==> src/rtl/i2c_byte_master_pkg.sv <==
// Shared I2C definitions: the command and bus-operation enums, the master FSM
// state type and the default data width used by the master and the i2c_if
// slave model.
package i2c_byte_master_pkg;

    // Matches the default data width of the i2c_if interface parameters.
    localparam int I2C_DATA_WIDTH_DEFAULT = 8;
    localparam int CLK_DIV_DEFAULT        = 4;

    // Slave-side transaction kind, as tracked by the i2c_if bus model.
    typedef enum logic [1:0] {
        OP_IDLE  = 2'd0,
        OP_ADDR  = 2'd1,
        OP_WRITE = 2'd2,
        OP_READ  = 2'd3
    } i2c_op_t;

    // Byte-level command accepted by i2c_byte_master.
    typedef enum logic [1:0] {
        CMD_START = 2'd0,
        CMD_STOP  = 2'd1,
        CMD_WRITE = 2'd2,
        CMD_READ  = 2'd3
    } i2c_cmd_t;

    // Master FSM state, exported on the debug port.
    typedef enum logic [2:0] {
        ST_IDLE  = 3'd0,
        ST_START = 3'd1,
        ST_BIT   = 3'd2,
        ST_STOP  = 3'd3,
        ST_RESP  = 3'd4
    } i2c_state_t;

endpackage

==> src/rtl/i2c_quarter_timer.sv <==
// Quarter-period divider for the I2C master.
//   clk_i, rst_i : system clock, asynchronous active-high reset
//   load         : reload the divider (start of a new phase)
//   hold         : freeze the divider (slave is stretching SCL)
//   tick         : high on the last cycle of a quarter of exactly CLK_DIV
//                  non-held cycles; the divider reloads on the same edge
module i2c_quarter_timer #(
    parameter int CLK_DIV = 4
) (
    input  logic clk_i,
    input  logic rst_i,
    input  logic load,
    input  logic hold,
    output logic tick
);

    localparam int CW = (CLK_DIV > 2) ? $clog2(CLK_DIV) : 1;
    localparam logic [CW-1:0] RELOAD = CW'(CLK_DIV - 1);

    logic [CW-1:0] cnt;

    assign tick = (cnt == '0) && !hold && !load;

    always_ff @(posedge clk_i or posedge rst_i) begin
        if (rst_i) begin
            cnt <= '0;
        end else if (load || tick) begin
            cnt <= RELOAD;
        end else if (!hold) begin
            // Only reached with cnt != 0: a zero count without hold ticks.
            cnt <= cnt - 1'b1;
        end
    end

endmodule

==> src/rtl/i2c_byte_master.sv <==
// Byte-level I2C master: executes START, STOP, WRITE and READ commands as
// sequences of quarter-period bus phases on open-drain SCL/SDA.
//   clk_i, rst_i          : clock, asynchronous active-high reset
//   cmd_valid/cmd_ready   : command handshake
//   cmd_op/data/nack      : command, write byte, master NACK for reads
//   rsp_valid             : one-cycle completion pulse
//   rsp_data/ack/err      : read byte (held), slave ACK for writes, rejection
//   bus_owned             : high between START and STOP completion
//   scl_i/sda_i           : sensed bus lines
//   scl_o/sda_o           : open-drain drive (0 pulls low, 1 releases)
//   dbg_state             : current FSM state
//
// Handshake: a command transfers on a rising edge where cmd_valid and
// cmd_ready are both 1. cmd_ready is 1 only in IDLE, and cmd_op, cmd_data and
// cmd_nack are captured on that edge, so later changes have no effect.
// rsp_valid is a single-cycle pulse with no back-pressure.
module i2c_byte_master
    import i2c_byte_master_pkg::*;
#(
    parameter int I2C_DATA_WIDTH = I2C_DATA_WIDTH_DEFAULT,
    parameter int CLK_DIV        = CLK_DIV_DEFAULT
) (
    input  logic                      clk_i,
    input  logic                      rst_i,
    input  logic                      cmd_valid,
    output logic                      cmd_ready,
    input  i2c_cmd_t                  cmd_op,
    input  logic [I2C_DATA_WIDTH-1:0] cmd_data,
    input  logic                      cmd_nack,
    output logic                      rsp_valid,
    output logic [I2C_DATA_WIDTH-1:0] rsp_data,
    output logic                      rsp_ack,
    output logic                      rsp_err,
    output logic                      bus_owned,
    input  logic                      scl_i,
    input  logic                      sda_i,
    output logic                      scl_o,
    output logic                      sda_o,
    output i2c_state_t                dbg_state
);

    localparam int BW = $clog2(I2C_DATA_WIDTH + 1);
    // Bit index of the ACK bit (data bits are 0..I2C_DATA_WIDTH-1).
    localparam logic [BW-1:0] ACK_BIT  = BW'(I2C_DATA_WIDTH);
    localparam logic [BW-1:0] LAST_DAT = BW'(I2C_DATA_WIDTH - 1);

    i2c_state_t                state;
    logic [1:0]                quarter;
    logic [BW-1:0]             bit_cnt;
    i2c_cmd_t                  op_q;
    logic [I2C_DATA_WIDTH-1:0] shift_q;
    logic                      nack_q;
    logic                      ack_q;
    logic                      err_q;

    logic load;
    logic hold;
    logic tick;

    assign cmd_ready = (state == ST_IDLE);
    assign dbg_state = state;

    // Keep the divider primed while idle so the first quarter is full length.
    assign load = (state == ST_IDLE) || (state == ST_RESP);
    // SCL released but still low: the slave is stretching the clock.
    assign hold = (quarter == 2'd1) && scl_o && !scl_i;

    i2c_quarter_timer #(
        .CLK_DIV (CLK_DIV)
    ) u_timer (
        .clk_i (clk_i),
        .rst_i (rst_i),
        .load  (load),
        .hold  (hold),
        .tick  (tick)
    );

    always_ff @(posedge clk_i or posedge rst_i) begin
        if (rst_i) begin
            state     <= ST_IDLE;
            quarter   <= 2'd0;
            bit_cnt   <= '0;
            op_q      <= CMD_START;
            shift_q   <= '0;
            nack_q    <= 1'b0;
            ack_q     <= 1'b0;
            err_q     <= 1'b0;
            scl_o     <= 1'b1;
            sda_o     <= 1'b1;
            rsp_valid <= 1'b0;
            rsp_err   <= 1'b0;
            rsp_ack   <= 1'b0;
            rsp_data  <= '0;
            bus_owned <= 1'b0;
        end else begin
            rsp_valid <= 1'b0;
            rsp_err   <= 1'b0;
            case (state)
                ST_IDLE: begin
                    // scl_o/sda_o keep their last values while idle.
                    if (cmd_valid) begin
                        op_q    <= cmd_op;
                        shift_q <= cmd_data;
                        nack_q  <= cmd_nack;
                        quarter <= 2'd0;
                        bit_cnt <= '0;
                        err_q   <= 1'b0;
                        case (cmd_op)
                            CMD_START: begin
                                state <= ST_START;
                                sda_o <= 1'b1;
                            end
                            CMD_STOP: begin
                                if (bus_owned) begin
                                    state <= ST_STOP;
                                    sda_o <= 1'b0;
                                end else begin
                                    state <= ST_RESP;
                                    err_q <= 1'b1;
                                end
                            end
                            default: begin
                                if (bus_owned) begin
                                    state <= ST_BIT;
                                    sda_o <= (cmd_op == CMD_WRITE) ?
                                             cmd_data[I2C_DATA_WIDTH-1] : 1'b1;
                                end else begin
                                    state <= ST_RESP;
                                    err_q <= 1'b1;
                                end
                            end
                        endcase
                    end
                end

                ST_START: begin
                    if (tick) begin
                        quarter <= quarter + 2'd1;
                        case (quarter)
                            2'd0:    scl_o <= 1'b1;
                            2'd1:    sda_o <= 1'b0;   // SDA falls with SCL high
                            2'd2:    scl_o <= 1'b0;
                            default: begin
                                bus_owned <= 1'b1;
                                state     <= ST_RESP;
                            end
                        endcase
                    end
                end

                ST_STOP: begin
                    if (tick) begin
                        quarter <= quarter + 2'd1;
                        case (quarter)
                            2'd0:    scl_o <= 1'b1;
                            2'd1:    sda_o <= 1'b1;   // SDA rises with SCL high
                            2'd2:    ;                // bus-free hold time
                            default: begin
                                bus_owned <= 1'b0;
                                state     <= ST_RESP;
                            end
                        endcase
                    end
                end

                ST_BIT: begin
                    if (tick) begin
                        quarter <= quarter + 2'd1;
                        case (quarter)
                            2'd0: scl_o <= 1'b1;
                            2'd1: ;
                            2'd2: begin
                                // Last cycle of the high phase: sample SDA.
                                scl_o <= 1'b0;
                                if (bit_cnt == ACK_BIT) begin
                                    ack_q <= ~sda_i;
                                end else begin
                                    // Writes shift their next bit into the MSB;
                                    // reads accumulate the received byte.
                                    shift_q <= {shift_q[I2C_DATA_WIDTH-2:0], sda_i};
                                end
                            end
                            default: begin
                                if (bit_cnt == ACK_BIT) begin
                                    state <= ST_RESP;
                                end else begin
                                    bit_cnt <= bit_cnt + 1'b1;
                                    if (bit_cnt == LAST_DAT) begin
                                        sda_o <= (op_q == CMD_WRITE) ? 1'b1 : nack_q;
                                    end else begin
                                        sda_o <= (op_q == CMD_WRITE) ?
                                                 shift_q[I2C_DATA_WIDTH-1] : 1'b1;
                                    end
                                end
                            end
                        endcase
                    end
                end

                ST_RESP: begin
                    rsp_valid <= 1'b1;
                    rsp_err   <= err_q;
                    rsp_ack   <= !err_q && (op_q == CMD_WRITE) && ack_q;
                    if (!err_q && (op_q == CMD_READ)) begin
                        rsp_data <= shift_q;
                    end
                    state <= ST_IDLE;
                end

                default: state <= ST_IDLE;
            endcase
        end
    end

endmodule
==> config.mk <==
export PLATFORM = sky130hd
export DESIGN_NAME = i2c_byte_master
export DESIGN_NICKNAME = d
export VERILOG_FILES = /design/src/rtl/i2c_byte_master_pkg.sv /design/src/rtl/i2c_quarter_timer.sv /design/src/rtl/i2c_byte_master.sv
export SDC_FILE = /design/constraint.sdc
export NUM_CORES = 1
export LEC_CHECK = 0
export ABC_CLOCK_PERIOD_IN_PS = 5850
export CAP_MARGIN = 10
export CORE_UTILIZATION = 56
export CTS_CLUSTER_DIAMETER = 60
export CTS_CLUSTER_SIZE = 16
export DETAILED_ROUTE_END_ITERATION = 8
export PLACE_DENSITY = 0.94
export SLEW_MARGIN = 20
export SYNTH_ARGS = -nofsm -noshare
export SYNTH_HDL_FRONTEND = slang
export SYNTH_SLANG_ARGS = --single-unit
==> constraint.sdc <==
create_clock -name clk_i -period 5.85 [get_ports clk_i]
set_input_delay 0.585 -clock clk_i [delete_from_list [all_inputs] [get_ports clk_i]]
set_output_delay 0.585 -clock clk_i [all_outputs]
set_load 0.05 [all_outputs]
==> impl_metrics.env <==
export IMPL_cts_root_buf="clkbuf_4"
export IMPL_slowest_delay_ps=860
export IMPL_grt_overflow=0
export IMPL_avgSynthCellArea_um2=10.0
export IMPL_ctsHoldBuffers=0
export IMPL_htreeDepth=2
export IMPL_pin_count=34
export IMPL_crit_chain="nor3_1, clkdlybuf4s50_1"
export IMPL_relSlewSlack_pct=54.9
export IMPL_ys_seq_area_share_pct=49.4
export IMPL_power_mw=1.22
export IMPL_dp_hpwl_um=2770
export IMPL_p_per_area_nw_per_um2=520
export IMPL_worst_slew_pin_slew_ps=673
export IMPL_critPathLaunch="dbg_state[2]"
export IMPL_core_area_um2=3150
export IMPL_crit_type="register to output pin"
export IMPL_cts_tree="yes"
export IMPL_grt_use_total_pct=25.3
export IMPL_insertion_delay_ps=340
export IMPL_drtAntennaViolNets=0
export IMPL_worstHoldStart="rsp_ack"
export IMPL_async_reset_ff_share_pct=100
export IMPL_grt_pass1_vias=1478
export IMPL_clockBufferDepth=2
export IMPL_slowest_stage="clkdlybuf4s50_1"
export IMPL_initial_core_util_pct=61.3
export IMPL_drive_gt1_share_pct=12.2
export IMPL_drc=0
export IMPL_syn_cell_area_um2=1930
export IMPL_die_h_um=60.7
export IMPL_drv_cap=0
export IMPL_synth_nets=216
export IMPL_area_delta_synth_final_pct=22.0
export IMPL_clk_pin_slew_worst_paths_ps=110
export IMPL_synth_seq_cells=38
export IMPL_hold_class="register to register"
export IMPL_synth_main_ff_cell="dfrtp_1"
export IMPL_synth_edf_count=0
export IMPL_globalplace_congestion=0.845
export IMPL_status="finished clean"
export IMPL_hold_violations=0
export IMPL_drt_iter0_drc=55
export IMPL_fin_crit_ps=2760
export IMPL_maxSlewViolCount=0
export IMPL_die_area_um2=3690
export IMPL_drtPass1Iterations=4
export IMPL_grt_start_max_net_pins=39
export IMPL_skew_ps=10.8
export IMPL_yosysWarningCount=0
export IMPL_synth_cells=193
export IMPL_synth_area_leader_cell="dfrtp_1"
export IMPL_antenna_found_initial=0
export IMPL_cp_arrival_ps=2180
export IMPL_post_drt_wl_per_cell_um=14.2
export IMPL_critPathMaxFanout=17
export IMPL_viasPerCell=5.75
export IMPL_rsz0062_at_grt="no"
export IMPL_hold_ws_ps=508
export IMPL_crit_required_ps=5270
export IMPL_io_buffer_count=33
export IMPL_setup_tns_final_ps=0
export IMPL_power_leakage_nw=1.01
export IMPL_period_share_pct=47.2
export IMPL_drt_wl_total_um=3880
export IMPL_setup_viol=0
export IMPL_reg2reg_from="dbg_state[1]"
export IMPL_yosys_cell_types_count=42
export IMPL_numCtsBuffers=5
export IMPL_fp_dieW_um=60.7
export IMPL_grt_pass1_wl_um=6710
export IMPL_num_nets_final=251
export IMPL_ir_worst_vdd_uv=417
export IMPL_synthTopCellsByArea="dfrtp_1, nand2_1, mux2_2, ha_1, nor2_1"
export IMPL_fp_row_count=20
export IMPL_via_count=1570
export IMPL_cts_resized=0
export IMPL_synth_top_area_share_pct=46.6
export IMPL_antenna_cells=0
export IMPL_fmax_ghz=0.362
export IMPL_critPathCaptureType="output pin"
export IMPL_post_cts_buffers=0
export IMPL_start_kind="register"
export IMPL_cts_sinks=38
[state kept, by name, indices dropped and copies added (netlist names)]
register	flops
nack_q	1
op_q	2
shift_q	8
sda_o	1
bit_cnt	4
bus_owned	1
u_timer.cnt	2
rsp_data	8
quarter	2
err_q	1
rsp_valid	1
ack_q	1
rsp_err	1
dbg_state	3
scl_o	1
rsp_ack	1
[Yosys cell counts, types with 4 or more instances]
cell / number
dfrtp_1: 36
nand3_1: 5
a21oi_1: 6
ha_1: 7
inv_1: 14
mux2_2: 10
nand3b_1: 6
o21ai_0: 11
nor2_1: 15
a31oi_1: 8
nor3_1: 4
nand2_1: 32
[layer usage]
layer  GRT usage, %  vias up  routed length [um]
met5              0        -                   0
met4           10.4        0                  57
met3           5.97        6                 226
met2           39.6       53                1840
met1           34.1      758                1750
li1               -      753                   -
[placed cells by master (no fill, tap or decap), types with 2 or more instances in the layout]
master / instances
a21oi_1: 6
a31oi_1: 8
clkbuf_4: 5
clkdlybuf4s50_1: 33
dfrtp_1: 36
dfstp_2: 2
ha_1: 7
inv_1: 14
mux2_2: 10
nand2_1: 32
nand3_1: 5
nand3b_1: 6
nor2_1: 15
nor3_1: 4
nor3b_1: 3
o21ai_0: 11
o41ai_1: 3
xnor2_1: 2
[kinds of logic (layout without fill, tap and decap cells)]
family	after synthesis	in the layout	share of synthesized area, %
compound gates	40	40	14.9
xor+xnor	2	2	0.907
fa+ha+maj	7	7	4.53
buf+inv	20	56	4.21
flops	38	38	49.4
mux	12	12	6.93
simple gates	74	74	19.2
[where the power goes]
group / internal (mW) / switching, mW / total, mW
sequential: 0.362 / 0.110 / 0.471
combinational: 0.236 / 0.378 / 0.614
clock: 0.0582 / 0.0817 / 0.140
total: 0.656 / 0.569 / 1.22
[cell type report]
class / count / area (um^2)
flip-flops and latches: 38 / 953
multi-input cells: 135 / 897
fillers: 223 / 797
repair buffers: 34 / 338
clock buffers: 7 / 55.1
well taps: 44 / 55.1
inverters: 14 / 52.6
clock inverters: 1 / 5.00
[worst max-delay path, delay by kind of cell, from the launching register on]
family	cells	cell delay (ps)
buffers and inverters	1	860
flip-flops	1	610
AND/OR/NAND/NOR	1	360
[final timing paths]
check / end / slack, ps / cells past startpoint
min in group asynchronous: err_q / 650 / 3
min: rsp_ack / 510 / 2
max in group asynchronous: scl_o / 4850 / 3
min reg2reg: rsp_ack / 510 / 2
max: cmd_ready / 3090 / 2
max reg2reg: shift_q[6] / 3380 / 5
[stage by stage]
stage                     setup slack (ps)  utilization, %  std cells  instance area (um^2)
final                                 3090            74.7        273                  2360
after global routing                  2940            74.7        273                  2360
after CTS                             3080            74.7        273                  2360
after detailed placement              3250            72.8        265                  2300
after global placement                3330            72.8        265                  2300
after floorplan                       2820               -        193                  1930
No activity file was read; power rests on OpenSTA's default activity.
